$ cat config.mk
export PLATFORM = sky130hd
export DESIGN_NAME = regfile_sweep
export DESIGN_NICKNAME = d
export VERILOG_FILES = /design/src/rtl/regfile_sweep.sv
export SDC_FILE = /design/constraint.sdc
export NUM_CORES = 1
export LEC_CHECK = 0
export CAP_MARGIN = 20
export CORE_ASPECT_RATIO = 0.75
export CORE_MARGIN = 5
export CORE_UTILIZATION = 35
export CTS_CLUSTER_SIZE = 25
export DETAILED_ROUTE_END_ITERATION = 8
export PLACE_DENSITY_LB_ADDON = 0.15
export SLEW_MARGIN = 10
export SYNTH_ARGS = -nofsm -noshare
export SYNTH_HDL_FRONTEND = slang
export SYNTH_SLANG_ARGS = --single-unit
$ cat constraint.sdc
create_clock -name clk_i -period 4.8 [get_ports clk_i]
set_input_delay 0.96 -clock clk_i [delete_from_list [all_inputs] [get_ports clk_i]]
set_output_delay 0.96 -clock clk_i [all_outputs]
set_load 0.01 [all_outputs]
$ cat src/rtl/regfile_sweep.sv
// Register file with two combinational read ports and one write port; zero-latency reads, writes land at the edge.
// A clear sweep zeroes one entry per cycle after reset or clr_i; no backpressure, busy_o flags the sweep.
module regfile_sweep #(
    parameter int DATA_W   = 32,
    parameter int ADDR_W   = 5,
    parameter int ZERO_REG = 1,
    parameter int BYPASS   = 1
) (
    input  logic              clk_i,
    input  logic              rst_i,
    input  logic              clr_i,
    input  logic [ADDR_W-1:0] rs_addr_i,
    input  logic [ADDR_W-1:0] rt_addr_i,
    input  logic [ADDR_W-1:0] rd_addr_i,
    input  logic [DATA_W-1:0] rd_data_i,
    input  logic              reg_write_i,
    output logic [DATA_W-1:0] rs_data_o,
    output logic [DATA_W-1:0] rt_data_o,
    output logic              busy_o
);

    localparam int DEPTH = 2 ** ADDR_W;
    localparam logic [ADDR_W-1:0] LAST_PTR = ADDR_W'(DEPTH - 1);

    typedef enum logic {
        ST_CLEAR = 1'b0,
        ST_IDLE  = 1'b1
    } state_t;

    state_t             state_q, state_d;
    logic [ADDR_W-1:0]  ptr_q, ptr_d;
    logic [DATA_W-1:0]  mem_q [DEPTH];

    logic               wr_en;
    logic [ADDR_W-1:0]  wr_addr;
    logic [DATA_W-1:0]  wr_data;
    logic               fwd_en;

    always_ff @(posedge clk_i) begin
        if (rst_i) begin
            state_q <= ST_CLEAR;
            ptr_q   <= '0;
        end else begin
            state_q <= state_d;
            ptr_q   <= ptr_d;
        end
    end

    // The sweep and the normal write port share one memory write path.
    always_comb begin
        state_d = state_q;
        ptr_d   = ptr_q;
        wr_en   = 1'b0;
        wr_addr = rd_addr_i;
        wr_data = rd_data_i;
        if (rst_i) begin
            state_d = ST_CLEAR;
            ptr_d   = '0;
            wr_en   = 1'b1;
            wr_addr = '0;
            wr_data = '0;
        end else begin
            case (state_q)
                ST_CLEAR: begin
                    wr_en   = 1'b1;
                    wr_addr = ptr_q;
                    wr_data = '0;
                    if (ptr_q == LAST_PTR) begin
                        state_d = ST_IDLE;
                        ptr_d   = '0;
                    end else begin
                        ptr_d = ptr_q + 1'b1;
                    end
                end
                ST_IDLE: begin
                    if (clr_i) begin
                        state_d = ST_CLEAR;
                        ptr_d   = '0;
                    end else if (reg_write_i && !((ZERO_REG != 0) && (rd_addr_i == '0))) begin
                        wr_en = 1'b1;
                    end
                end
                default: begin
                    state_d = ST_CLEAR;
                    ptr_d   = '0;
                end
            endcase
        end
    end

    always_ff @(posedge clk_i) begin
        if (wr_en) begin
            mem_q[wr_addr] <= wr_data;
        end
    end

    assign busy_o = (state_q == ST_CLEAR);
    assign fwd_en = (BYPASS != 0) && reg_write_i && !clr_i;

    always_comb begin
        rs_data_o = mem_q[rs_addr_i];
        rt_data_o = mem_q[rt_addr_i];
        if (fwd_en && (rd_addr_i == rs_addr_i)) begin
            rs_data_o = rd_data_i;
        end
        if (fwd_en && (rd_addr_i == rt_addr_i)) begin
            rt_data_o = rd_data_i;
        end
        if (busy_o || ((ZERO_REG != 0) && (rs_addr_i == '0))) begin
            rs_data_o = '0;
        end
        if (busy_o || ((ZERO_REG != 0) && (rt_addr_i == '0))) begin
            rt_data_o = '0;
        end
    end

endmodule

==> summary.md, run 1 <==
The switching share of power was 23.0%; the height of the die was 336 um. Yosys mapped the design onto 54 distinct sky130hd cell types. Buffers inserted to repair hold after CTS numbered 0.

For this run the aggregate overflow at the end of global routing stands at 0. The worst setup path is captured at a primary output. By area the synthesized netlist is led by edfxtp_1, mux4_2, mux2i_1, a221oi_1, a211oi_1. The run gives 1630 ps as the internal reg-to-reg setup slack.

The cell type with the highest aggregate area in the netlist was edfxtp_1. The worst hold path passes through 2 cells. The initial antenna violation count is 5. The largest net degree at the start of global routing came out at 67. For the sequential fraction of the synthesis area, the log shows 62.3%. In the final routed layout, each cell accounts on average for 34.2 um. The clock share of power was 42.1%. Global routing consumed, over all layers together, 22.4% of the routing resources. The detailed router placed 30,200 vias in this run.

The detailed router finished its first iteration with 3,181 violations. The clock passes through at most 3 buffers. Routability-driven placement finished with a final weighted congestion of 0.841. The critical path start-end classification is in -> out. Across the routed clock network, the largest skew measured is 18.0 ps. For the final hold slack, the log shows 574 ps. TritonCTS built the clock tree. Yosys mapped a number of flops with a built-in enable equal to 1,024.

After synthesis, the largest area contributor takes up 62.1% of total cell area. Cells with a size suffix above 1 make up 30.0% of the layout. The yosys synthesis warning count came out at 0.

Measured in cells, the most critical reg-to-reg path has a length of 7. After clock tree synthesis, the clock-pin slew on the worst setup and hold paths is 60 ps. Averaged over all synthesized cells, the footprint is 18.1 um^2. Ranked by instance count, the synthesized netlist is headed by edfxtp_1, mux4_2, mux2i_1. Hold-critical path endpoint: ptr_q[2]$_SDFFE_PP0P_. The post-synthesis share of cell area spent on full adders, half adders and majority gates came out at 0.0505%. The checks that failed: negative setup slack. Setup repair after global routing left no endpoint under its margin.

After routing, the total negative slack on setup checks comes to -14.4 ps. The tools report the number of global-route vias before repair as 31,000. The tools report the worst path setup slack after routing as -14.4 ps. In this run the tightest slew margin relative to its limit is 25.1%. Starting density of the core: 35.3%. Of all nets on the critical path, the largest fanout is 21. For the pin with the worst max-slew slack, the measured transition is 1120 ps. In this run the worst hold path is classified as reg -> reg. The final layout contains routed wiring with a total length of 169,000 um.

In this run the number of cells on the critical path is 9. The most prevalent standard cell on the critical path was clkdlybuf4s50_1. In the routed design, unresolved DRC markers number 0. Clock tree synthesis found a total of 1,030 sinks. The number of nets produced by synthesis was 2,790. In the synthesized netlist, mux cells make up 24.8% of the area. The area growth from synthesis to layout is 17.4%. For the worst setup path, the data required time is 3840 ps. Detailed placement ended at an HPWL of 104,000 um.

For this design, the slowest cell found on the critical path is clkdlybuf4s50_1. In this run the static leakage power is 18.9 nW. The setup violation total in the final timing report was 1. Across the VDD grid, the largest voltage drop is 0.000264 V.

The largest incremental delay on the critical path is 590 ps. After synthesis, the largest family of logic cells by area is multiplexers. The I/O pin count is 116. The critical register-to-register path startpoint was state_q$_SDFF_PP0_.

The first-pass GRT wire length came out at 239,000 um. The shortest clock period the worst path allows after layout is 4810 ps. Sequential cells account for 50.0% of the total power.

In this run the number of H-tree levels came out at 3. Walking the worst path, the cells encountered are clkdlybuf4s50_1 > buf_4 > nor3_1 > a21o_1 > nor4b_4 > buf_12 > nand2_1 > nand3_1 > clkdlybuf4s50_1. The cell family contributing the most delay on the critical path is buffers and inverters. The number of buffers and inverters on the critical path is 4.

Summing the areas of all compound-gate instances in the mapped netlist gives 7.31% of the synthesized area. The endpoint identified for the worst register-to-register timing path is mem_q[12][30]$_DFFE_PP_. The reported max-cap violation count is 0. In this run the remaining antenna-violating nets after routing total 0. The top achievable clock speed is 208 MHz, and the synthesized-area fraction occupied by xor and xnor cells is 0.177%.

The cell count after synthesis came out at 2,737. The logs give 58,200 um^2 for the finished layout cell area and 720 ps for the clock latency of the later-clocked register in the worst-skew pair. Counting the buffers created by CTS gives 109. The synthesized design contains 1,030 register bits.

The synthesized-area fraction occupied by and/or/nand/nor cells is 2.53%, and the mean number of vias per cell is 6.11. The tools report the core area as 141,000 um^2. Clock tree synthesis selected as its root buffer the cell clkbuf_16.

The internal power is 0.0152 W, and the signal arrival time at the worst endpoint is 3850 ps. In this run the power spent charging and discharging nets is 0.00453 W. Power spread over the standard cell area amounts to 339 nW/um^2. The area of the die is 149,000 um^2.

The first TritonRoute pass finished after 6 iterations. The horizontal die dimension came out at 444 um. Buffers placed on the I/O ports in this run total 115. Dividing the final minimum period by the clock period gives 100%. In this run the core area contains 119 standard-cell rows.

The async set or reset register ratio after synthesis was 0%. The layout net count was 3,039. The startpoint identified for the worst hold timing path is ptr_q[2]$_SDFFE_PP0P_. The cell area that synthesis handed to floorplanning was 49,600 um^2. The placed instances occupy a cell area of 54,600 um^2. The flow ran to the end, but the final reports show violations. The kind of start point of the critical path is an input pin. The tools report the number of hold violations in the final report as 0. The predominant post-synthesis flop cell was edfxtp_1. Per report_power, the combinational group accounts for 7.9% of the total. Among all cell types in the netlist, the one instantiated most often is edfxtp_1. The final-report max-slew violation count was 0.
==> layer usage <==
metal | GRT usage [%] | share of wire, % | vias to the layer above
li1 | - | - | 12200
met1 | 33.8 | 46 | 16300
met2 | 33.4 | 44 | 1460
met3 | 4.87 | 8.4 | 241
met4 | 4.93 | 2.2 | 2
met5 | 0 | 0.0077 | -
==> logic make-up after synthesis <==
group / after synthesis
AO/OA/AOI/OAI: 464
XOR/XNOR: 10
adder cells (fa/ha/maj): 2
buffers and inverters: 237
flip-flops: 1030
multiplexers: 738
AND/OR/NAND/NOR: 256
==> worst register-to-register path: cells and delay by family (launching register included) <==
| family | cells | cell delay [ps] |
|---|---|---|
| buf+inv | 3 | 720 |
| simple gates | 4 | 1800 |
| flops | 1 | 320 |
==> cell type report <==
cell class	instances	area (um^2)
antenna	4	10.0
clock buffer	131	2810
clock inverter	60	583
fill	12500	82400
inverter	6	25.0
multi-input combinational	1470	17600
sequential	1030	30900
tap	1875	2350
timing repair buffer	369	3880
==> timing repair <==
item                                    CTS  global route
endpoints found under the hold margin     0             0
gates resized for setup                   3             8
endpoints found under the setup margin    4            10
buffers inserted                          3             0
pin swaps                                 1             1
==> worst max-delay path by stage <==
stage                      start                    end  slack [ps]
finish              rt_addr_i[3]           rt_data_o[5]         -10
global route        rd_addr_i[4]          rs_data_o[27]           2
CTS                 rd_addr_i[2]           rt_data_o[5]          20
detailed placement  rt_addr_i[1]          rt_data_o[29]        -110
global placement    rt_addr_i[1]          rt_data_o[29]        -190
floorplan           rd_addr_i[3]  mem_q[0][0]$_DFFE_PP_         980
==> flip-flops by register name, indices dropped and copies added, names as in the netlist <==
| register | flops |
|---|---|
| mem_q | 1024 |
| ptr_q | 5 |
| state_q | 1 |
==> per-stage QoR <==
stage	util [%]	power, W	instances	setup slack (ps)
finish	41.4	0.0197	4945	-14.4
global route	41.4	0.0203	4942	1.98
CTS	41.3	0.0199	4937	24.2
detailed placement	38.9	0.0116	4743	-113
global placement	38.9	0.0116	4743	-190
floorplan	-	0.0110	2737	977
==> power by group through the flow <==
stage | Combinational [W] | Sequential, W | Clock [W]
finish | 0.00156 | 0.00985 | 0.00828
global route | 0.00164 | 0.00985 | 0.00886
CTS | 0.00156 | 0.00985 | 0.00846
detailed placement | 0.00155 | 0.0100 | 0
global placement | 0.00155 | 0.0100 | 0
floorplan | 0.000981 | 0.0100 | 0
==> layout by cell type (no fill, tap or decap), types with 9 or more instances in the layout <==
cell type	instances
buf_4	191
a211o_1	31
clkbuf_1	22
clkinv_2	15
bufinv_16	9
clkbuf_16	109
nor2_4	36
and2_1	32
a22oi_1	62
mux2i_1	317
o21bai_1	32
clkinv_1	21
nor2b_1	31
edfxtp_1	1024
o2111ai_1	31
mux4_2	387
a211oi_1	60
nand3_1	38
nor2_1	11
clkdlybuf4s50_1	107
nand2_1	79
mux2_2	34
o21ai_0	33
a21oi_1	39
a221oi_1	125
xnor2_1	9
a21bo_2	31
buf_12	62
Note: power is estimated with default switching activity, not from simulation.
==> run 2, diff against run 1 <==
--- a/config.mk
+++ b/config.mk
@@ -11,7 +11,6 @@
 export CORE_UTILIZATION = 35
 export CTS_CLUSTER_SIZE = 25
 export DETAILED_ROUTE_END_ITERATION = 8
-export PLACE_DENSITY_LB_ADDON = 0.15
 export SLEW_MARGIN = 10
 export SYNTH_ARGS = -nofsm -noshare
 export SYNTH_HDL_FRONTEND = slang
==> run 2 against run 1 <==
  * The run now ends clean
  * Sequential share of layout area rose by 0.39 points
  * Final cell count fell by 0.57%
  * Register-to-register slack improved by 270 ps
  * Total power fell by 4.9%
  * Flip-flop and latch count did not move
  * Count of clock-buffer cells in the layout fell by 7
  * Utilization fell by 0.30 points
  * Combinational power fell by 3%
  * First-iteration DRC count rose by 28%
  * Largest cell class unchanged
==> summary.md, run 2 (synthesis gave the netlist of run 1 again) <==
In this run the core area contains 119 standard-cell rows. The tools report the area after detailed placement as 54,800 um^2. The mean number of vias per cell came out at 6.11. The clock tree buffer depth was 3. The tools report the I/O pin count as 116.

The largest incremental delay on the critical path came out at 560 ps. The floorplan step defined a core boundary enclosing 141,000 um^2. Standby leakage power: 18.6 nW. For the number of non-filler instances in the completed layout, the log shows 4,917. The top cell types in the final layout, fill and taps aside, are edfxtp_1, mux4_2, mux2i_1. Worst hold path class: reg -> reg.

For this block, the via count after detailed routing is 30,100. The largest net degree at the start of global routing was 74; the number of buffers inserted for hold repair after clock tree synthesis was 0. The die is 336 um tall.

Kind of start point of the critical path: an input pin. Measured on the finished design, the core utilization comes to 41.1%. The required time of the worst setup path is 3840 ps. The worst setup path is of the in -> out kind. The initial antenna violation count is 3. VDD sags by at most 0.000225 V. The run gives 57,700 um^2 as the finished layout cell area. The total routing resource utilization after global routing is 20.5%, and the CTS buffer count is 97. Area of the die: 149,000 um^2.

The clock skew is 15.6 ps, and the routability-driven placement congestion ratio is 0.819. The clock reaches the later pin of the worst-skew pair after 700 ps. The final-report max-slew violation count is 0. Setup violations remaining at the end of the flow were counted as 0. The signal arrival time at the worst endpoint was 3760 ps; the number of buffer cells added on primary ports was 115. Shortest clock period the worst path allows after layout: 4720 ps. For this run, the top clock speed supported by timing is 212 MHz. The worst register-to-register path has a setup slack of 1900 ps. STA classifies the critical path endpoint as a primary output. The detailed-route DRC error count was 0.

After legalization and detailed placement, the total HPWL measured 95,000 um. Of all nets on the critical path, the largest fanout is 20. Summed over all layers, the routed wires come to 156,000 um.

The synthesis-to-finish area growth was 16.5%; the number of clock sinks seen by CTS was 1,030. In this run the power density over the cells is 324 nW/um^2. The critical path goes through clkdlybuf4s50_1 > xnor2_1 > nand3_1 > buf_4 > o311ai_4 > buf_12 > a21oi_1 > buf_4 > a211o_1 > clkdlybuf4s50_1. The leading cell type in the layout, fill and taps excluded is edfxtp_1.

Buffers added to address setup during post-CTS repair amount to 0. At the pin with the least slew margin, the transition time is 1040 ps. Measured along the x axis, the die boundary spans 444 um.

Adding up every negative setup slack in the final design gives 0 ps. The worst relative slew slack was 30.7%. The tree is rooted in a clkbuf_16. Most flop-heavy register: mem_q. In the final layout, the registers with the most flip-flops are mem_q: 1024 flops, ptr_q: 5 flops, state_q: 1 flops. The first global-routing pass estimated 221,000 um of wire. Worst-path cell with the longest stage delay: clkdlybuf4s50_1.

The total instance count after detailed placement was 4,740; the post-detailed-route count of antenna-violating nets was 0. The flow ran to the end, and the final reports show no timing, DRC or antenna violations. The number of global-route vias before repair came out at 29,400. In the final layout, the share of cells above drive strength 1 is 29.1%. The first detailed-routing pass took 6 iterations. The worst path uses 98.3% of the clock period.

TritonCTS built the clock tree. For the aggregate global routing overflow, the log shows 0. Number of hold violations in the final report: 0.

Setup repair after global routing left no endpoint under its margin. The starting density of the core is 35.3%. The register with the most flip-flops in the layout has 1,024 of them. The post-detailed-route wirelength per cell was 31.7 um; the number of DRC markers after the initial detailed-route iteration was 4,058. At the end of the flow, the number of nets in the layout was 3,017. The clock edge transition at the registers on the reported setup and hold paths works out to 70 ps.

The H-tree was split into 3 levels. The tool flagged a number of max-cap violations equal to 0.
## run 2: what timing repair did
action | in CTS | in global routing
gates cloned | 0 | 0
endpoints found under the setup margin | 3 | 13
resized for setup | 3 | 3
## run 2: metal layers
metal  track usage [%]  routed length, um
met1              31.5              68400
met2              29.6              66200
met3              5.29              18300
met4              4.05               3000
met5                 0                  0
## run 2: area by class of cell
type,count,area (um^2)
Clock inverter,51,360
Sequential cell,1030,30900
Fill cell,12500,82800
Multi-Input combinational cell,1470,17600
Clock buffer,124,2570
Inverter,6,25.0
Tap cell,1875,2350
Timing Repair Buffer,359,3950
Antenna cell,2,5.00
## run 2: worst paths after layout
check / cells after the start / from / end
max: 10 / rd_addr_i[0] / rs_data_o[3]
min reg2reg: 2 / ptr_q[2]$_SDFFE_PP0P_ / ptr_q[2]$_SDFFE_PP0P_
min: 2 / ptr_q[2]$_SDFFE_PP0P_ / ptr_q[2]$_SDFFE_PP0P_
max reg2reg: 6 / state_q$_SDFF_PP0_ / mem_q[2][16]$_DFFE_PP_
## run 2: power breakdown
group	internal (W)	switching [W]	total, W
registers	0.00981	0.0000291	0.00984
logic	0.000691	0.000818	0.00151
clock network	0.00400	0.00337	0.00736
total	0.0145	0.00421	0.0187
## run 2: metrics by stage
| step | power [W] | hold WS (ps) | setup slack (ps) |
|---|---|---|---|
| 6_report | 0.0187 | 571 | 83.3 |
| 3_5_place_dp | 0.0115 | 549 | -124 |
| 3_3_place_gp | 0.0115 | 541 | -52.4 |
| 5_1_grt | 0.0193 | 610 | 34.2 |
| 2_1_floorplan | 0.0110 | 507 | 977 |
| 4_1_cts | 0.0188 | 558 | 7.75 |
## run 2: critical path: cells and delay by family
family          cells  cell delay (ps)
buf+inv             5             1680
xor+xnor            1              150
simple gates        1              130
compound gates      3              800
